===== src/rtl/osc_pkg.sv =====
// Shared types for the oscilloscope capture path: acquisition modes,
// sequencer states and the default frame sync byte.
package osc_pkg;

    typedef enum logic [1:0] {
        MODE_STOP   = 2'd0,
        MODE_SINGLE = 2'd1,
        MODE_NORMAL = 2'd2,
        MODE_AUTO   = 2'd3
    } mode_e;

    typedef enum logic [3:0] {
        ST_IDLE,
        ST_ARM,
        ST_WAIT_DONE,
        ST_ABORT,
        ST_SYNC,
        ST_FETCH,
        ST_LATCH,
        ST_SEND,
        ST_RELEASE,
        ST_HOLD
    } state_e;

    localparam logic [7:0] SYNC_BYTE_DEFAULT = 8'hA5;

    // IDLE and HOLD are the only states in which the sequencer is not busy.
    function automatic logic is_quiescent(input state_e s);
        return (s == ST_IDLE) || (s == ST_HOLD);
    endfunction

endpackage


===== src/rtl/auto_trig_timer.sv =====
// Saturating cycle counter for the auto-mode force trigger. expired is high
// during the cycle whose closing edge completes TIMEOUT enabled cycles.
module auto_trig_timer #(
    parameter int unsigned TIMEOUT = 1000000
) (
    input  logic clk,
    input  logic reset,
    input  logic clear,
    input  logic enable,
    output logic expired
);

    localparam int unsigned CW = (TIMEOUT < 2) ? 1 : $clog2(TIMEOUT + 1);
    localparam logic [CW-1:0] LIMIT  = CW'(TIMEOUT);
    localparam logic [CW-1:0] THRESH = (TIMEOUT == 0) ? '0 : CW'(TIMEOUT - 1);
    localparam logic [CW-1:0] ONE    = CW'(1);

    logic [CW-1:0] count_q;
    logic [CW-1:0] count_d;

    always_comb begin
        count_d = count_q;
        if (clear) begin
            count_d = '0;
        end else if (enable && (count_q != LIMIT)) begin
            count_d = count_q + ONE;
        end
    end

    always_ff @(posedge clk) begin
        if (!reset) begin
            count_q <= '0;
        end else begin
            count_q <= count_d;
        end
    end

    assign expired = (count_q >= THRESH);

endmodule


===== src/rtl/capture_sequencer.sv =====
// Arms the sampler per acquisition mode, forces a trigger in auto mode, then
// unrolls the circular sample memory oldest-first into one framed byte stream.
module capture_sequencer
    import osc_pkg::*;
#(
    parameter int unsigned SAMPLE_DEPTH = 8,
    parameter int unsigned AUTO_TIMEOUT = 1000000,
    parameter logic [7:0]  SYNC_BYTE    = SYNC_BYTE_DEFAULT
) (
    input  logic                    clk_50mhz,
    input  logic                    reset,
    input  logic [1:0]              mode,
    input  logic                    rearm,
    output logic                    smp_activate,
    input  logic                    smp_done,
    input  logic [SAMPLE_DEPTH-1:0] smp_offset,
    output logic                    force_trig,
    output logic [SAMPLE_DEPTH-1:0] rd_addr,
    output logic                    rd_en,
    input  logic [7:0]              rd_data,
    output logic [7:0]              out_data,
    output logic                    out_valid,
    input  logic                    out_ready,
    output logic                    out_last,
    output logic                    busy
);

    // Oldest sample sits half a buffer plus one past the trigger address.
    localparam logic [SAMPLE_DEPTH-1:0] HALF_PLUS1 = SAMPLE_DEPTH'((1 << (SAMPLE_DEPTH - 1)) + 1);
    localparam logic [SAMPLE_DEPTH-1:0] LAST_IDX   = '1;
    localparam logic [SAMPLE_DEPTH-1:0] ONE        = SAMPLE_DEPTH'(1);

    mode_e mode_s;
    assign mode_s = mode_e'(mode);

    state_e                  state_q, state_d;
    logic                    done_q;
    logic [SAMPLE_DEPTH-1:0] start_q, start_d;
    logic [SAMPLE_DEPTH-1:0] idx_q, idx_d;
    logic [SAMPLE_DEPTH-1:0] rd_addr_q, rd_addr_d;
    logic                    rd_en_q, rd_en_d;
    logic [7:0]              out_data_q, out_data_d;
    logic                    out_valid_q, out_valid_d;
    logic                    out_last_q, out_last_d;
    logic                    smp_activate_q, smp_activate_d;
    logic                    force_trig_q, force_trig_d;
    logic                    busy_q, busy_d;

    logic timer_clear;
    logic timer_en;
    logic timer_expired;

    assign timer_clear = (state_q == ST_ARM);
    assign timer_en    = (state_q == ST_WAIT_DONE);

    auto_trig_timer #(
        .TIMEOUT(AUTO_TIMEOUT)
    ) u_auto_trig_timer (
        .clk    (clk_50mhz),
        .reset  (reset),
        .clear  (timer_clear),
        .enable (timer_en),
        .expired(timer_expired)
    );

    always_comb begin
        state_d        = state_q;
        start_d        = start_q;
        idx_d          = idx_q;
        rd_addr_d      = rd_addr_q;
        rd_en_d        = 1'b0;
        out_data_d     = out_data_q;
        out_valid_d    = out_valid_q;
        out_last_d     = out_last_q;
        smp_activate_d = smp_activate_q;
        force_trig_d   = force_trig_q;

        unique case (state_q)
            ST_IDLE: begin
                if (mode_s != MODE_STOP) state_d = ST_ARM;
            end
            ST_ARM: begin
                smp_activate_d = 1'b1;
                state_d        = ST_WAIT_DONE;
            end
            ST_WAIT_DONE: begin
                if (done_q) begin
                    start_d      = smp_offset + HALF_PLUS1;
                    force_trig_d = 1'b0;
                    out_data_d   = SYNC_BYTE;
                    out_valid_d  = 1'b1;
                    state_d      = ST_SYNC;
                end else if (mode_s == MODE_STOP) begin
                    force_trig_d = 1'b1;
                    state_d      = ST_ABORT;
                end else if ((mode_s == MODE_AUTO) && timer_expired) begin
                    force_trig_d = 1'b1;
                end
            end
            ST_ABORT: begin
                if (done_q) begin
                    force_trig_d   = 1'b0;
                    smp_activate_d = 1'b0;
                    state_d        = ST_RELEASE;
                end
            end
            ST_SYNC: begin
                if (out_ready) begin
                    out_valid_d = 1'b0;
                    idx_d       = '0;
                    rd_addr_d   = start_q;
                    rd_en_d     = 1'b1;
                    state_d     = ST_FETCH;
                end
            end
            ST_FETCH: begin
                state_d = ST_LATCH;
            end
            ST_LATCH: begin
                out_data_d  = rd_data;
                out_valid_d = 1'b1;
                out_last_d  = (idx_q == LAST_IDX);
                state_d     = ST_SEND;
            end
            ST_SEND: begin
                if (out_ready) begin
                    out_valid_d = 1'b0;
                    out_last_d  = 1'b0;
                    if (out_last_q) begin
                        smp_activate_d = 1'b0;
                        state_d        = ST_RELEASE;
                    end else begin
                        idx_d     = idx_q + ONE;
                        rd_addr_d = start_q + idx_q + ONE;
                        rd_en_d   = 1'b1;
                        state_d   = ST_FETCH;
                    end
                end
            end
            ST_RELEASE: begin
                if (!done_q) begin
                    unique case (mode_s)
                        MODE_STOP:   state_d = ST_IDLE;
                        MODE_SINGLE: state_d = ST_HOLD;
                        default:     state_d = ST_ARM;
                    endcase
                end
            end
            ST_HOLD: begin
                if (rearm || (mode_s == MODE_NORMAL) || (mode_s == MODE_AUTO)) begin
                    state_d = ST_ARM;
                end else if (mode_s == MODE_STOP) begin
                    state_d = ST_IDLE;
                end
            end
            default: begin
                state_d = ST_IDLE;
            end
        endcase

        busy_d = !is_quiescent(state_d);
    end

    // smp_done comes from the slow sampler clock; one register stage before use.
    always_ff @(posedge clk_50mhz) begin
        if (!reset) begin
            state_q        <= ST_IDLE;
            done_q         <= 1'b0;
            start_q        <= '0;
            idx_q          <= '0;
            rd_addr_q      <= '0;
            rd_en_q        <= 1'b0;
            out_data_q     <= '0;
            out_valid_q    <= 1'b0;
            out_last_q     <= 1'b0;
            smp_activate_q <= 1'b0;
            force_trig_q   <= 1'b0;
            busy_q         <= 1'b0;
        end else begin
            state_q        <= state_d;
            done_q         <= smp_done;
            start_q        <= start_d;
            idx_q          <= idx_d;
            rd_addr_q      <= rd_addr_d;
            rd_en_q        <= rd_en_d;
            out_data_q     <= out_data_d;
            out_valid_q    <= out_valid_d;
            out_last_q     <= out_last_d;
            smp_activate_q <= smp_activate_d;
            force_trig_q   <= force_trig_d;
            busy_q         <= busy_d;
        end
    end

    assign smp_activate = smp_activate_q;
    assign force_trig   = force_trig_q;
    assign rd_addr      = rd_addr_q;
    assign rd_en        = rd_en_q;
    assign out_data     = out_data_q;
    assign out_valid    = out_valid_q;
    assign out_last     = out_last_q;
    assign busy         = busy_q;

endmodule

===== config.mk =====
export PLATFORM = sky130hd
export DESIGN_NAME = capture_sequencer
export DESIGN_NICKNAME = d
export VERILOG_FILES = /design/src/rtl/osc_pkg.sv /design/src/rtl/auto_trig_timer.sv /design/src/rtl/capture_sequencer.sv
export SDC_FILE = /design/constraint.sdc
export NUM_CORES = 1
export LEC_CHECK = 0
export ABC_CLOCK_PERIOD_IN_PS = 2500
export CORE_MARGIN = 2
export CORE_UTILIZATION = 58
export CTS_BUF_LIST = sky130_fd_sc_hd__clkbuf_8
export DETAILED_ROUTE_END_ITERATION = 8
export HOLD_SLACK_MARGIN = 0.02
export PLACE_DENSITY_LB_ADDON = 0.12
export SETUP_SLACK_MARGIN = 0.05
export SLEW_MARGIN = 0
export SYNTH_ARGS = -nofsm -noshare
export SYNTH_HDL_FRONTEND = slang
export SYNTH_SLANG_ARGS = --single-unit

===== constraint.sdc =====
create_clock -name clk_50mhz -period 2.5 [get_ports clk_50mhz]
set_input_delay 0.25 -clock clk_50mhz [delete_from_list [all_inputs] [get_ports clk_50mhz]]
set_output_delay 0.25 -clock clk_50mhz [all_outputs]
set_load 0.02 [all_outputs]

==> results by group, run 1 <==
STA
  • Final Setup Violations: 0
  • Slew headroom: between 50 and 60%
  • Tmin final: roughly 2300 ps
  • Final hold violation count: 0
  • Clock Skew: roughly 7.4 ps
  • Worst slew pin tran: roughly 730 ps
  • Period utilization: between 90% and 100%
  • Hold Worst Slack: approximately 460 ps
  • TNS Setup: 0 ps
  • FMAX: between 400 and 500 MHz
  • Max-slew violations: 0
  • RSZ-0062 raised after global routing: false

Run status
  • Status: completed

CTS
  • Worst-case clock buffer depth: 2
  • Number of setup buffers added after CTS: 0
  • CTS sink count: between 60 and 70
  • H-tree depth: 3
  • Root buffer cell: clkbuf_8
  • Clock tree from TritonCTS: built
  • CTS clk-pin slew, worst paths: 70 ps
  • Post-cts sizing count: 0
  • Worst-skew pair later-pin latency: ~340 ps
  • Hold_buf cts: 0
  • Cts bufs inserted: 9

Routing
  • DRC Markers: 0
  • DR WL/cell: between 10 and 15 µm
  • DR pass1 iterations: 4
  • Final ANT Viol Nets: 0
  • DR vias/cell: slightly below 6
  • Total Wirelength: 8.28 mm
  • Number of DRC markers in iteration 0: approximately 310
  • Routed via count: 3321

Die
  • Die height: a little over 80 µm
  • Core ar.: 5960 µm²
  • Full die area: around 7000 µm²
  • Row count: 28
  • Initial Util: between 60% and 70%
  • I/O pin count: 45
  • Die width: slightly above 80 µm

Logic synthesis
  • Synth Cell Area: ~3600 µm²
  • Distinct cells, synth: 68
  • Ranking of synthesized cells by area: dfxtp_1 (35%), nand2_1 (5.5%), nor2_1 (4.3%)
  • Most common cell in the synthesized netlist: dfxtp_1
  • Synth top cells by count: dfxtp_1 (63), nand2_1 (52), nor2_1 (41)
  • Ys async rst share: 0%
  • Number of synthesized flops with an enable pin: 0
  • Main flop type after synthesis: dfxtp_1
  • Synth area leader: dfxtp_1
  • Yosys warns: 0
  • Cells after synthesis: ~430
  • Share of the synthesized area in the top cell type: between 30% and 40%
  • Post-synthesis sequential area ratio: a little over a third
  • Syn_area_per_cell: 8.30 µm²
  • Synth Register Bits: 63
  • Syn Nets: between 400 and 500

Global routing
  • Number of global-route vias before repair: 2806
  • First-pass GRT wire length: 13.2 mm
  • Total track usage: roughly 25%
  • Initial antenna violation count: 0
  • Grt ovf: 0
  • Largest net degree at the start of global routing: 37

Worst setup path
  • CP Capture Type: flop
  • Worst EP arrival: between 2000 and 3000 ps
  • CP startpoint kind: flop
  • Cell family with most CP delay: simple AND/OR/NAND/NOR gates
  • CP Max Fanout: 11
  • Largest stage delay, worst path: roughly 540 ps
  • Buf/Inv on CP: 1
  • CP cell instances: inv_1 > ha_1 > or4b_4 > or4_4 > o21ai_2 > or4_2 > a21oi_2
  • Critical-path top delay cell: or4_4
  • Req. time, crit path: 2720 ps
  • Worst Setup Path Type: reg -> reg

Place
  • IO Port Bufs: between 40 and 50
  • Final HPWL DP: 5.98 mm
  • DP Area: roughly 4100 µm²
  • Placed Cells incl. Taps: between 500 and 600
  • Routability cong.: 0.805

Layout
  • Nets@finish: just over 500
  • FF/Latch Area: 1260 µm²
  • Multi-input logic area: roughly 2200 µm²
  • Filler instances: 474
  • Area Growth Syn to Fin: 20.9%
  • Post-layout util: between 70% and 80%
  • Finished Layout Cells: roughly 560
  • Layout cell share with drive strength beyond 1: between 10% and 20%
  • N_diodes: 0
  • Fin area: approximately 4300 µm²

Worst hold path
  • Hold Path Class: in -> reg

Power
  • PD cells: roughly 540 nW/µm²
  • Max VDD drop: ~0.39 mV
  • Pleak: around 1.7 nW

Job
  • Max-Cap Viols: 0
==> tightest hold or removal path: stages <==
cell	delay (ps)
clkdlybuf4s50_1	390
nand2_1	50
a21boi_0	60
==> cell families after synthesis <==
family                   count (synthesis)  share of synthesized area (%)
adder cells (fa/ha/maj)                 12                           4.41
buffers and inverters                   30                           3.71
XOR/XNOR                                17                           4.16
flip-flops                              63                           35.3
AO/OA/AOI/OAI                          117                           22.7
AND/OR/NAND/NOR                        188                           28.6
multiplexers                             4                           1.12
==> path summary, 6_finish.rpt <==
kind              depth (start not counted)                       endpoint                    startpoint  slack, ps
hold reg to reg                           2                     rd_addr[2]                    rd_addr[2]        470
hold / removal                            3                    out_data[6]                    rd_data[6]        460
setup / recovery                          7  u_auto_trig_timer.count_q[17]  u_auto_trig_timer.count_q[0]        160
setup reg to reg                          7  u_auto_trig_timer.count_q[17]  u_auto_trig_timer.count_q[0]        160
==> flip-flops by register name (all words and copies together), names as in the netlist <==
signal	cells
done_q	1
u_auto_trig_timer.count_q	20
out_data	8
out_last	1
out_valid	1
idx_q	8
smp_activate	1
state_q	4
busy	1
start_q	8
rd_addr	8
force_trig	1
rd_en	1
==> where the power goes <==
group / total (mW) / internal (mW) / switching, mW
combinational: 0.311 / 0.150 / 0.162
clock: 0.958 / 0.554 / 0.404
sequential: 1.08 / 1.03 / 0.0431
total: 2.34 / 1.74 / 0.609
==> cell type report <==
class	count	share of cell area [%]
Multi-Input combinational cell	338	50.5
Clock buffer	9	2.86
Inverter	8	0.694
Timing Repair Buffer	58	12.6
Tap cell	75	2.17
Clock inverter	7	2.03
Sequential cell	63	29.2
==> cells in the final DEF (no fill, tap or decap), types with 8 or more instances in the layout <==
master and n:
a21boi_0 8, a21oi_1 23, buf_4 14, clkbuf_8 9
clkdlybuf4s50_1 44, dfxtp_1 63, ha_1 11, inv_1 8
nand2_1 52, nand2b_1 11, nand3_1 15, nand4_1 11
nor2_1 41, nor2b_1 9, o21ai_0 21, xnor2_1 9
xor2_1 8
==> routing by layer <==
metal / wire, µm / part of all wire (%) / GRT usage, %
met1: 4090 / 49 / 34.6
met2: 3750 / 45 / 39.8
met3: 352 / 4.3 / 5.87
met4: 89 / 1.1 / 7.38
met5: 0 / 0 / 0
==> stage by stage <==
stage	worst slack, ps	total power, mW
6_report	156	2.34
5_1_grt	73.1	2.43
4_1_cts	148	2.35
3_5_place_dp	178	1.40
3_3_place_gp	237	1.40
2_1_floorplan	402	1.29
Power figures use the tool's default switching activity.
==> run 2, diff against run 1 <==
- GPL_ROUTABILITY_DRIVEN: not set -> 0
==> results of run 2 <==
Same layout as run 1: the final DEF is identical, and so are final timing and power.
==> run 3, diff against run 2 <==
- ABC_CLOCK_PERIOD_IN_PS: 2500 -> not set
- CORE_MARGIN: 2 -> 3
- CORE_UTILIZATION: 58 -> 57
- SYNTH_HIERARCHICAL: not set -> 1
==> run 3 against run 2 <==
Net effect:
- total power grew 7.1%
- first-iteration DRC count shrank 12%
- combinational power grew 47%
- largest power group unchanged
==> results by group, run 3 <==
Worst setup path
  • Critical-path top delay cell: or4_1 (was or4_4)
  • Worst Setup Path Type: reg -> reg (unchanged)
  • Largest stage delay, worst path: 550 ps (was 540 ps)
  • CP Capture Type: flop (unchanged)
  • Cell family with most CP delay: simple AND/OR/NAND/NOR gates (unchanged)
  • Reg-to-reg critical path startpoint: u_auto_trig_timer/count_q[11] (was u_auto_trig_timer.count_q[0])
  • Worst EP arrival: 2290 ps (was 2560 ps)
  • Reg2reg path depth: 8 (was 7)
  • CP cell instances: or4_1 > nor4_2 > a41oi_1 > a21oi_1 > nand3_1 > nand3b_1 > a21oi_1 > nor2_1 (was inv_1 > ha_1 > or4b_4 > or4_4 > o21ai_2 > or4_2 > a21oi_2)
  • Crit path top cell by count: a21oi_1
  • CP Max Fanout: 5 (was 11)
  • CP startpoint kind: flop (unchanged)
  • R2R Setup Slk: 490 ps (was 160 ps)
  • Buf/Inv on CP: 0 (was 1)
  • Worst r2r dst: force_trig (was u_auto_trig_timer.count_q[17])
  • Req. time, crit path: 2780 ps (was 2720 ps)

Layout
  • Layout cell share with drive strength beyond 1: 7.21% (was 11.2%)
  • Fin area: 4030 µm² (was 4320 µm²)
  • Most frequent cells in the layout: dfxtp_1 (63), nor2_1 (47), nand2_1 (44), clkdlybuf4s50_1 (44), a21oi_1 (36) (was dfxtp_1 (63), nand2_1 (52), clkdlybuf4s50_1 (44))
  • Most common cell after layout, fill and taps aside: dfxtp_1 (unchanged)
  • N_diodes: 0 (unchanged)
  • Area Growth Syn to Fin: 20.4% (was 20.9%)
  • Filler instances: 444 (was 474)
  • Nets@finish: 488 (was 513)
  • Largest register FFs: 20 (unchanged)
  • Biggest register: u_auto_trig_timer/count_q (was u_auto_trig_timer.count_q)

Logic synthesis
  • Synth Register Bits: 63 (unchanged)
  • Synth area leader: dfxtp_1 (unchanged)
  • Distinct cells, synth: 61 (was 68)
  • Main flop type after synthesis: dfxtp_1 (unchanged)
  • Share of the synthesized area in the top cell type: 37.7% (was 35.3%)
  • Syn_area_per_cell: 8.17 µm² (was 8.30 µm²)
  • Ranking of synthesized cells by area: dfxtp_1 (38%), a21oi_1 (5.4%), nor2_1 (5.3%) (was dfxtp_1 (35%), nand2_1 (5.5%), nor2_1 (4.3%))
  • Number of synthesized flops with an enable pin: 0 (unchanged)
  • Post-synthesis sequential area ratio: 37.7% (was 35.3%)
  • Syn Nets: 445 (was 466)
  • Synth Cell Area: 3350 µm² (was 3580 µm²)
  • Ys async rst share: 0% (unchanged)
  • Synth top cells by count: dfxtp_1 (63), nor2_1 (47), nand2_1 (44) (was dfxtp_1 (63), nand2_1 (52), nor2_1 (41))
  • Most common cell in the synthesized netlist: dfxtp_1 (unchanged)
  • Cells after synthesis: 410 (was 431)
  • Yosys warns: 6 (was 0)

Routing
  • Total Wirelength: 7.81 mm (was 8.28 mm)
  • DR vias/cell: 5.95 (about the same)
  • Number of DRC markers in iteration 0: 274 (was 313)
  • DR pass1 iterations: 5 (was 4)
  • DR WL/cell: 14.7 µm (was 14.8 µm)
  • Routed via count: 3154 (was 3321)
  • Final ANT Viol Nets: 0 (unchanged)
  • DRC Markers: 0 (unchanged)

Die
  • Initial Util: 59.7% (was 60.0%)
  • Die width: 82.7 µm (was 82.5 µm)
  • Die height: 82.7 µm (was 82.5 µm)
  • Row count: 27 (was 28)
  • Core ar.: 5610 µm² (was 5960 µm²)
  • I/O pin count: 45 (unchanged)
  • Full die area: 6830 µm² (was 6810 µm²)

Worst hold path
  • Hold Path Origin: rd_data[1] (was rd_data[6])
  • Hold depth: 3 (unchanged)
  • Hold Path Class: in -> reg (unchanged)
  • Hold EP: out_data[1] (was out_data[6])

Run status
  • Status: completed (unchanged)

CTS
  • H-tree depth: 3 (unchanged)
  • Worst-skew pair later-pin latency: 340 ps (about the same)
  • Worst-case clock buffer depth: 2 (unchanged)
  • Root buffer cell: clkbuf_8 (unchanged)
  • Cts bufs inserted: 9 (unchanged)
  • Clock tree from TritonCTS: built (unchanged)
  • CTS clk-pin slew, worst paths: 70 ps (about the same)
  • Hold_buf cts: 0 (unchanged)
  • Number of setup buffers added after CTS: 0 (unchanged)
  • CTS sink count: 63 (unchanged)
  • Post-cts sizing count: 0 (unchanged)

Global routing
  • First-pass GRT wire length: 12.7 mm (was 13.2 mm)
  • Number of global-route vias before repair: 2801 (was 2806)
  • Total track usage: 24.2% (was 25.3%)
  • Largest net degree at the start of global routing: 16 (was 37)
  • Grt ovf: 0 (unchanged)
  • Initial antenna violation count: 0 (unchanged)

STA
  • Max-slew violations: 0 (unchanged)
  • Final hold violation count: 0 (unchanged)
  • Clock Skew: 12.2 ps (was 7.44 ps)
  • Tmin final: 2010 ps (was 2340 ps)
  • TNS Setup: 0 ps (unchanged)
  • Slew headroom: 64.7% (was 51.0%)
  • RSZ-0062 raised after global routing: false (unchanged)
  • Worst slew pin tran: 528 ps (was 734 ps)
  • Period utilization: 80.5% (was 93.8%)
  • Final Setup Violations: 0 (unchanged)
  • FMAX: 497 MHz (was 427 MHz)

Power
  • PD cells: 622 nW/µm² (was 542 nW/µm²)
  • Clock Power Share: 37.5% (was 40.8%)
  • Comb power frac: 18.2% (was 13.3%)
  • Pleak: 1.46 nW (was 1.68 nW)
  • NetSw: 0.706 mW (was 0.609 mW)
  • Reg power frac: 44.4% (was 45.9%)
  • Sw frac: 28.1% (was 26.0%)
  • Max VDD drop: 0.412 mV (was 0.393 mV)
  • Internal Power: 1.80 mW (was 1.74 mW)

Place
  • IO Port Bufs: 44 (unchanged)
  • Final HPWL DP: 5.78 mm (was 5.98 mm)
  • DP Area: 3830 µm² (was 4110 µm²)

Job
  • Max-Cap Viols: 0 (unchanged)
[run 3: power by group through the flow]
stage	logic, mW	registers (mW)	clock network [mW]
after floorplan	0.291	1.13	0
after global placement	0.443	1.13	0
after detailed placement	0.450	1.13	0
after CTS	0.454	1.11	0.947
after global routing	0.504	1.12	0.990
final	0.456	1.11	0.941
[run 3: cell families (layout without fill, tap and decap cells)]
group / after synthesis / count (layout) / share of synthesized area [%]
AO/OA/AOI/OAI: 95 / 95 / 18.1
XOR/XNOR: 22 / 22 / 5.75
adder cells (fa/ha/maj): 12 / 12 / 4.71
buffers and inverters: 31 / 79 / 4.48
flip-flops: 63 / 63 / 37.7
multiplexers: 6 / 6 / 1.79
AND/OR/NAND/NOR: 181 / 181 / 27.5
[run 3: worst register-to-register path: cells and delay by family, from the launching register on]
kind / cells / cell delay [ps]
simple gates: 5 / 1180
compound gates: 3 / 420
flops: 1 / 350
[run 3: worst max path at each step]
| stage | cells after the start | slack [ps] | startpoint | end |
|---|---|---|---|---|
| 2_1_floorplan | 8 | 490 | state_q[0] | u_auto_trig_timer/count_q[14] |
| 3_3_place_gp | 7 | 540 | out_ready | idx_q[7] |
| 3_5_place_dp | 7 | 480 | out_ready | idx_q[7] |
| 4_1_cts | 8 | 490 | u_auto_trig_timer/count_q[11] | force_trig |
| 5_1_grt | 9 | 320 | idx_q[0] | rd_addr[4] |
| 6_report | 8 | 490 | u_auto_trig_timer/count_q[11] | force_trig |
[run 3: cell type report]
type	instances	area, µm²	share of cell area (%)
multi-input cells	316	1940	48.1
flip-flops and latches	63	1260	31.3
repair buffers	51	493	12.2
clock buffers	9	124	3.07
well taps	72	90.1	2.23
clock inverters	7	81.3	2.02
inverters	12	45.0	1.12
[run 3: per-stage QoR]
stage / power (mW) / setup slack (ps) / hold slack, ps / std cells / utilization (%)
after detailed placement: 1.58 / 477 / 464 / 514 / 68.3
after CTS: 2.51 / 489 / 460 / 530 / 71.9
after floorplan: 1.43 / 487 / 346 / 410 / -
final: 2.51 / 487 / 463 / 530 / 71.9
after global placement: 1.58 / 537 / 457 / 514 / 68.3
after global routing: 2.61 / 318 / 470 / 530 / 71.9
[run 3: routing by layer]
| metal | vias to the layer above | wire length [µm] | GRT usage [%] | part of all wire (%) |
|---|---|---|---|---|
| met4 | 0 | 177 | 12.6 | 2.3 |
| li1 | 1572 | - | - | - |
| met1 | 1467 | 3510 | 31.5 | 45 |
| met5 | - | 0 | 0 | 0 |
| met3 | 13 | 446 | 4.12 | 5.7 |
| met2 | 102 | 3670 | 38.5 | 47 |
